--- config.mk ---
export PLATFORM = sky130hd
export DESIGN_NAME = multicycle_ctrl_fsm
export DESIGN_NICKNAME = d
export VERILOG_FILES = /design/src/rtl/core_ctrl_pkg.sv /design/src/rtl/ctrl_alu_decoder.sv /design/src/rtl/multicycle_ctrl_fsm.sv
export SDC_FILE = /design/constraint.sdc
export NUM_CORES = 1
export LEC_CHECK = 0
export CORE_MARGIN = 5
export CORE_UTILIZATION = 48
export CTS_CLUSTER_SIZE = 25
export DETAILED_ROUTE_END_ITERATION = 6
export HOLD_SLACK_MARGIN = 0.12
export PLACE_DENSITY = 0.77
export RECOVER_POWER = 25
export SYNTH_ARGS = -nofsm -noshare
export SYNTH_HDL_FRONTEND = slang
export SYNTH_SLANG_ARGS = --single-unit
--- constraint.sdc ---
create_clock -name clk -period 2.7 [get_ports clk]
set_input_delay 0.54 -clock clk [delete_from_list [all_inputs] [get_ports clk]]
set_output_delay 0.54 -clock clk [all_outputs]
set_load 0.005 [all_outputs]
--- src/rtl/core_ctrl_pkg.sv ---
// Shared encodings for the multi-cycle RV32I control path: FSM states, opcodes,
// and the select/op codes consumed by the immediate extender, ALU and result mux.
package core_ctrl_pkg;

  typedef enum logic [3:0] {
    S_FETCH, S_DECODE, S_MEMADR, S_MEMREAD, S_MEMWB, S_MEMWRITE,
    S_EXECR, S_EXECI, S_ALUWB, S_BEQ, S_JAL, S_LUI, S_TRAP
  } state_t;

  localparam logic [6:0] OP_LOAD  = 7'b0000011;
  localparam logic [6:0] OP_STORE = 7'b0100011;
  localparam logic [6:0] OP_R     = 7'b0110011;
  localparam logic [6:0] OP_I     = 7'b0010011;
  localparam logic [6:0] OP_BEQ   = 7'b1100011;
  localparam logic [6:0] OP_JAL   = 7'b1101111;
  localparam logic [6:0] OP_LUI   = 7'b0110111;

  typedef enum logic [2:0] {
    IMM_I = 3'b000, IMM_S = 3'b001, IMM_B = 3'b010, IMM_J = 3'b011, IMM_U = 3'b100
  } immsrc_t;

  typedef enum logic [2:0] {
    ALU_ADD = 3'b000, ALU_SUB = 3'b001, ALU_AND = 3'b010, ALU_OR = 3'b011, ALU_SLT = 3'b101
  } alu_op_t;

  typedef enum logic [1:0] {
    RES_ALUOUT = 2'b00, RES_DATA = 2'b01, RES_ALURES = 2'b10
  } result_src_t;

  // SRCA_ZERO gives LUI a zero A operand so the ALU passes the U-immediate through.
  typedef enum logic [1:0] {
    SRCA_PC = 2'b00, SRCA_OLDPC = 2'b01, SRCA_RS1 = 2'b10, SRCA_ZERO = 2'b11
  } src_a_t;

  typedef enum logic [1:0] {
    SRCB_RS2 = 2'b00, SRCB_IMM = 2'b01, SRCB_FOUR = 2'b10
  } src_b_t;

  function automatic logic [2:0] imm_sel(input logic [6:0] op);
    case (op)
      OP_STORE: return IMM_S;
      OP_BEQ:   return IMM_B;
      OP_JAL:   return IMM_J;
      OP_LUI:   return IMM_U;
      default:  return IMM_I;
    endcase
  endfunction

endpackage

--- src/rtl/ctrl_alu_decoder.sv ---
// ALU operation decode from op/funct fields; flags unsupported opcodes and funct3 values.
module ctrl_alu_decoder
  import core_ctrl_pkg::*;
(
  input  logic [6:0] op_i,
  input  logic [2:0] funct3_i,
  input  logic       funct7b5_i,
  output logic [2:0] alu_control_o,
  output logic       illegal_o
);

  always_comb begin
    alu_control_o = ALU_ADD;
    illegal_o     = 1'b0;
    case (op_i)
      OP_LOAD, OP_STORE, OP_JAL, OP_LUI: alu_control_o = ALU_ADD;
      OP_BEQ: alu_control_o = ALU_SUB;
      OP_R, OP_I: begin
        case (funct3_i)
          // funct7b5 only selects sub for register-register ops; addi ignores it
          3'b000:  alu_control_o = (op_i == OP_R && funct7b5_i) ? ALU_SUB : ALU_ADD;
          3'b010:  alu_control_o = ALU_SLT;
          3'b110:  alu_control_o = ALU_OR;
          3'b111:  alu_control_o = ALU_AND;
          default: illegal_o = 1'b1;
        endcase
      end
      default: illegal_o = 1'b1;
    endcase
  end

endmodule

--- src/rtl/multicycle_ctrl_fsm.sv ---
// Main control sequencer for the multi-cycle RV32I core: steps the shared datapath
// FETCH..WRITEBACK, stalls on mem_ready and traps on illegal ops or memory timeout.
module multicycle_ctrl_fsm
  import core_ctrl_pkg::*;
#(
  parameter int MEM_WAIT_MAX = 16
) (
  input  logic       clk,
  input  logic       rst_n,
  input  logic [6:0] op,
  input  logic [2:0] funct3,
  input  logic       funct7b5,
  input  logic       zero,
  input  logic       mem_ready,
  output logic       pc_write,
  output logic       adr_src,
  output logic       mem_req,
  output logic       mem_write,
  output logic       ir_write,
  output logic       reg_write,
  output logic [1:0] result_src,
  output logic [1:0] alu_src_a,
  output logic [1:0] alu_src_b,
  output logic [2:0] alu_control,
  output logic [2:0] immsrc,
  output logic       trap
);

  localparam int CW = $clog2(MEM_WAIT_MAX + 1);

  state_t          state_q, state_d;
  logic [CW-1:0]   wait_q, wait_d;
  logic [2:0]      dec_alu;
  logic            dec_illegal;
  logic            in_mem, timeout;

  ctrl_alu_decoder u_alu_dec (
    .op_i          (op),
    .funct3_i      (funct3),
    .funct7b5_i    (funct7b5),
    .alu_control_o (dec_alu),
    .illegal_o     (dec_illegal)
  );

  always_ff @(posedge clk or negedge rst_n) begin
    if (!rst_n) begin
      state_q <= S_FETCH;
      wait_q  <= '0;
    end else begin
      state_q <= state_d;
      wait_q  <= wait_d;
    end
  end

  assign in_mem  = state_q inside {S_FETCH, S_MEMREAD, S_MEMWRITE};
  assign timeout = in_mem && !mem_ready && (wait_q >= CW'(MEM_WAIT_MAX - 1));

  always_comb begin
    state_d = state_q;
    case (state_q)
      S_FETCH:    if (mem_ready) state_d = S_DECODE;
      S_DECODE: begin
        if (dec_illegal) state_d = S_TRAP;
        else begin
          case (op)
            OP_LOAD, OP_STORE: state_d = S_MEMADR;
            OP_R:              state_d = S_EXECR;
            OP_I:              state_d = S_EXECI;
            OP_BEQ:            state_d = S_BEQ;
            OP_JAL:            state_d = S_JAL;
            OP_LUI:            state_d = S_LUI;
            default:           state_d = S_TRAP;
          endcase
        end
      end
      S_MEMADR:   state_d = (op == OP_STORE) ? S_MEMWRITE : S_MEMREAD;
      S_MEMREAD:  if (mem_ready) state_d = S_MEMWB;
      S_MEMWB:    state_d = S_FETCH;
      S_MEMWRITE: if (mem_ready) state_d = S_FETCH;
      S_EXECR,
      S_EXECI:    state_d = S_ALUWB;
      S_ALUWB:    state_d = S_FETCH;
      S_BEQ:      state_d = S_FETCH;
      S_JAL,
      S_LUI:      state_d = S_ALUWB;
      S_TRAP:     state_d = S_TRAP;
      default:    state_d = S_FETCH;
    endcase
    if (timeout) state_d = S_TRAP;
  end

  always_comb begin
    wait_d = wait_q;
    if (mem_ready || state_d != state_q) wait_d = '0;
    else if (in_mem && wait_q != CW'(MEM_WAIT_MAX)) wait_d = wait_q + CW'(1);
  end

  assign immsrc = imm_sel(op);

  // Enables are masked by rst_n so an in-flight access drops the instant reset asserts.
  always_comb begin
    pc_write    = 1'b0;
    adr_src     = 1'b0;
    mem_req     = 1'b0;
    mem_write   = 1'b0;
    ir_write    = 1'b0;
    reg_write   = 1'b0;
    trap        = 1'b0;
    result_src  = RES_ALUOUT;
    alu_src_a   = SRCA_PC;
    alu_src_b   = SRCB_RS2;
    alu_control = (state_q == S_FETCH || state_q == S_DECODE) ? ALU_ADD : dec_alu;
    if (rst_n) begin
      case (state_q)
        S_FETCH: begin
          mem_req    = 1'b1;
          alu_src_b  = SRCB_FOUR;
          result_src = RES_ALURES;
          ir_write   = mem_ready;
          pc_write   = mem_ready;
        end
        S_DECODE: begin
          alu_src_a = SRCA_OLDPC;
          alu_src_b = SRCB_IMM;
        end
        S_MEMADR: begin
          alu_src_a = SRCA_RS1;
          alu_src_b = SRCB_IMM;
        end
        S_MEMREAD: begin
          mem_req = 1'b1;
          adr_src = 1'b1;
        end
        S_MEMWB: begin
          result_src = RES_DATA;
          reg_write  = 1'b1;
        end
        S_MEMWRITE: begin
          mem_req   = 1'b1;
          mem_write = 1'b1;
          adr_src   = 1'b1;
        end
        S_EXECR: alu_src_a = SRCA_RS1;
        S_EXECI: begin
          alu_src_a = SRCA_RS1;
          alu_src_b = SRCB_IMM;
        end
        S_ALUWB: reg_write = 1'b1;
        S_BEQ: begin
          alu_src_a = SRCA_RS1;
          pc_write  = zero;
        end
        // ALUOut still holds the branch/jump target computed in DECODE
        S_JAL: begin
          alu_src_a = SRCA_OLDPC;
          alu_src_b = SRCB_FOUR;
          pc_write  = 1'b1;
        end
        S_LUI: begin
          alu_src_a = SRCA_ZERO;
          alu_src_b = SRCB_IMM;
        end
        S_TRAP:  trap = 1'b1;
        default: ;
      endcase
    end
  end

endmodule

Yosys cells after proc, flatten, opt, wreduce, memory -nomap -nowiden
Cells that the tools add are included.

cells by class
  $add $sub $neg = 1
  order comparisons = 1
  equal/unequal tests = 24
  multiplexer cells = 37
  reduce and logical (&&, ||, !) cells = 23

operators by type and width
  cell                 count
  $pmux 4 s7           1
  $pmux 3 s4           2
  $pmux 4 s6           1
  $eq 7x6->1 const B   3
  $eq 4x4->1 const B   5
  $mux 4               5
  $eq 4x3->1 const B   4
  $reduce_or 4->1      4
  $mux 1               15
  $eq 7x7->1 const B   2
  $reduce_or 2->1      6
  $mux 5               2
  $eq 4x2->1 const B   2
  $pmux 2 s2           2
  $eq 7x2->1 const B   1
  $eq 7x5->1 const B   1
  $eq 3x3->1 const B   2
  $mux 2               3
  $mux 3               2
  $pmux 2 s3           1
  $pmux 3 s2           1
  $add 5x1->5 const B  1
  $ge 5x4->1 const B   1
  $ne 5x5->1 const B   1
  other kinds (14)     18

storage, ports and cells
  flip-flop bits (word level) = 9
  input port bits = 15
  output and inout bits = 19
  word-level logic and storage cells = 88

Depth between registers and ports, before layout
  depth in word-level cells = 10
  gate-level depth with buffers = 9
  depth with buffers taken out = 9

By module
A second synthesis with hierarchy kept.

second synthesis, totals
  cell total of the unflattened synthesis = 169
  area total of the unflattened synthesis = 1,335.0 um^2

modules (own cells, without submodules)
  module               times used  cells each  area each (um^2)  sequential area each (um^2)
  multicycle_ctrl_fsm  1           149         1,184.9           225.2
  ctrl_alu_decoder     1           20          150.1             0.0

Worst setup path after synthesis
No wires, ideal clock.

  kind = input to output
  start = input port op[2]
  end = output port alu_control[2]
  arrival time = 1.521 ns
  required time = 2.160 ns
  slack = 0.639 ns
  cell stages on the path = 6
  path buffers = 1
  path through = buf_2 > or2_2 > nor2_1 > o21a_1 > nand3_1 > nor3_1

on the way
  word-level cells in the longest chain between the ends = 4
  elaborated cells on any way between the ends = 6
  classes of those cells = eq/ne (3); mux (2); reduce/logical (1)

RTL lines
  element                                          RTL line                    source
  start, declared                                  multicycle_ctrl_fsm.sv:10   input logic [6:0] op,
  $eq 7x5->1 / $eq 7x6->1 (equally long branches)  ctrl_alu_decoder.sv:15      case (op_i)
  $reduce_or 2->1                                  ctrl_alu_decoder.sv:15
  $pmux 3 s2 *                                     ctrl_alu_decoder.sv:15
  $mux 3 *                                         multicycle_ctrl_fsm.sv:112  alu_control = (state_q == S_FETCH || state_q == S_DECODE) ? ALU_ADD : dec_alu;
  end, declared                                    multicycle_ctrl_fsm.sv:24   output logic [2:0] alu_control,

Mark *: on every way between the ends. The rest lies on a longest branch, timed or not.

Final worst setup path
  start = register state_q[1]
  end = output port alu_src_b[0]

on the way
  word-level cells in the longest chain between the ends = 4
  elaborated cells on any way between the ends = 10
  classes of those cells = eq/ne (5); mux (2); reduce/logical (3)

RTL lines
  element                                                              RTL line                    source
  start, declared                                                      multicycle_ctrl_fsm.sv:31   state_t state_q, state_d;
  start signal, assigned                                               multicycle_ctrl_fsm.sv:50   state_q <= state_d;
  $eq 4x1->1, or another cell as far along                             multicycle_ctrl_fsm.sv:114  case (state_q)
  $reduce_or 4->1 (no line) / $reduce_or 2->1 (equally long branches)  -
  $pmux 2 s2 *                                                         multicycle_ctrl_fsm.sv:114
  $mux 2 *                                                             multicycle_ctrl_fsm.sv:113  if (rst_n) begin
  end, declared                                                        multicycle_ctrl_fsm.sv:23   output logic [1:0] alu_src_b,

Marked as above.

==> reports/summary.txt <==
WP data required - 2.16 ns
drt initial violations - 58
Post-route DRC - 0
GP Congestion - 0.825
CTS root buf - clkbuf_4
Setup CP Type - flop to output pin
WL/cell - 15.0 um
Sw Share - 0.459
Max Freq - 379 MHz
post-synth top area cell - dfrtp_1
die height - 60.1 um
Syn-to-layout area delta - 41.7%
Lkg Pwr - 0.000708 uW
outcome - finished, final reports clean
Netlist cell types - 48
syn avg cell area - 7.31 um2
Mapped Area - 1210 um2
TritonCTS Sinks - 9
Tot Pwr - 1040 uW
minimum clock period - 2.64 ns
final instance area - 1710 um2
Final Hold Viols - 0
Chip Width - 60.1 um
Skew-Pair Late Insertion Delay - 0.26 ns
Synth Register Bits - 9
CTS tree - yes
top-count cell post-synth - nor2_1
synth cell count leaders - 20 x nor2_1, 13 x nand2_1, 11 x a21oi_1
Worst Skew - 0.000553 ns
ant diodes - 0
layout cells sized above 1 - 0.187
htree depth - 1
global-route wire length before repair - 5840 um
Critical Path Fanout Max - 9
Clk network pwr share - 0.099
routed vias - 1392
number of synthesized flops with an enable pin - 0
Slew @ Worst Pin - 0.539 ns
yosys warns - 0
clk buf depth - 2
Flop pwr share - 0.195
number of top-level pins - 34
FP Rows - 18
GRT Residual Overflow - 0
VDD IR max - 0.521 mV
critical path capture point type - output pin
WP data arrival - 2.10 ns
Total Die Area - 3620 um2
P_sw - 478 uW
Detail Placement HPWL - 2730 um
vias in the first global route - 1318
CTS clk-pin slew, worst paths - 0.06 ns
Pwr Density - 609 nW/um2
RSZ-0062 raised after global routing - yes
async set-reset flop share out of synthesis - 1.00
Initial Util - 0.496
Combinational Power Share - 0.706
share of the clock period used by the worst path - 0.977
count of pins over their slew limit - 0
final core utilization - 0.703
Slew Limit Headroom - 0.640
top cells by area, synth - dfrtp_1 19%, nor2_1 6.2%, a21oi_1 4.6%
CTS buffer count - 3
Vias/cell - 5.82
initial antenna violation count - 0
Setup Total Neg Slack - 0 ns
drt pass-1 iters - 4
Routed WL - 3590 um
Syn Nets - 183
Post-synth top flop - dfrtp_1
Port Buffers - 33
CP Launch Type - flop
largest net degree at the start of global routing - 20
placed cell area - 1660 um2
Internal - 563 uW
min-delay worst type - input pin to asynchronous set/reset pin
Cells after Synth - 165
sequential fraction of the synthesis area - 0.187
area share of the largest cell type after synthesis - 0.187
final net count - 228
Finish-stage setup viols - 0
Total Routing Usage GR - 0.207
Max Cap Viol - 0
core area - 2430 um2
Antenna Nets Post-Route - 0
metrics by stage:
step | hold WS (ns) | instances | setup WS [ns]
global route | 0.559 | 239 | -0.0539
detailed placement | 0.641 | 233 | -0.224
CTS | 0.660 | 239 | 0.00717
global placement | 0.619 | 233 | -0.133
finish | 0.496 | 239 | 0.0613
floorplan | 0.244 | 165 | 0.639
power groups by stage:
stage,combinational (uW),sequential (uW),clock [uW]
after floorplan,493,186,0
after global placement,706,202,0
after detailed placement,727,205,0
after CTS,736,201,105
after global routing,807,206,117
final,735,203,103
layout make-up:
class                   count  area, um2
multi-input cells         139        928
clock inverters             1       5.00
flip-flops and latches      9        226
clock buffers               3       22.5
inverters                   5       18.8
well taps                  30       37.5
fillers                   207        723
repair buffers             52        470
routing by layer:
layer,share of wire,global-route usage
met5,0,0
met4,0.0058,0.0411
met3,0.052,0.0475
met2,0.51,0.364
met1,0.43,0.256
path summary, 6_finish.rpt:
kind                            start           end  slack [ns]  cells past startpoint
setup / recovery           state_q[1]  alu_src_b[0]        0.06                      3
hold / removal                  rst_n    state_q[0]        0.50                      2
setup reg to reg            wait_q[0]     wait_q[0]        0.44                      9
hold reg to reg             wait_q[1]     wait_q[1]        0.66                      2
max in group asynchronous       rst_n    state_q[1]        1.82                      2
min in group clk            wait_q[1]     wait_q[1]        0.66                      2
critical path: stages, from the launching register on:
cell             delay (ns)
dfrtp_2                0.48
or4b_4                 0.59
a21boi_0               0.22
clkdlybuf4s50_1        0.55
kinds of logic after synthesis:
| family | synth area share |
|---|---|
| AND/OR/NAND/NOR | 0.420 |
| AO/OA/AOI/OAI | 0.234 |
| buffers and inverters | 0.0602 |
| flip-flops | 0.187 |
| XOR/XNOR | 0.0508 |
| adder cells (fa/ha/maj) | 0.0311 |
| multiplexers | 0.0166 |
registers in the layout, indices dropped and copies added (netlist names):
| register | count |
|---|---|
| state_q | 4 |
| wait_q | 5 |
cells in the final DEF, fill, tap and decap left out, types with 7 or more instances in the layout:
cell             netlist  final
a21oi_1               11     11
and2_1                 7      7
buf_4                  0     18
clkdlybuf4s50_1        0     25
dfrtp_1                9      8
nand2_1               13     13
nand2b_1               7      7
nor2_1                20     19
nor3_2                 5      7
o21ai_0                7      7
repair_timing:
item / in CTS / in global routing
resized for setup: 4 / 11
endpoints found under the hold margin: 0 / 0
endpoints found under the setup margin: 3 / 7
setup buffers: 2 / 0
cloned: 0 / 0
pin swaps: 1 / 0
hold buffers: 0 / 0
No activity file was read; power rests on OpenSTA's default activity.
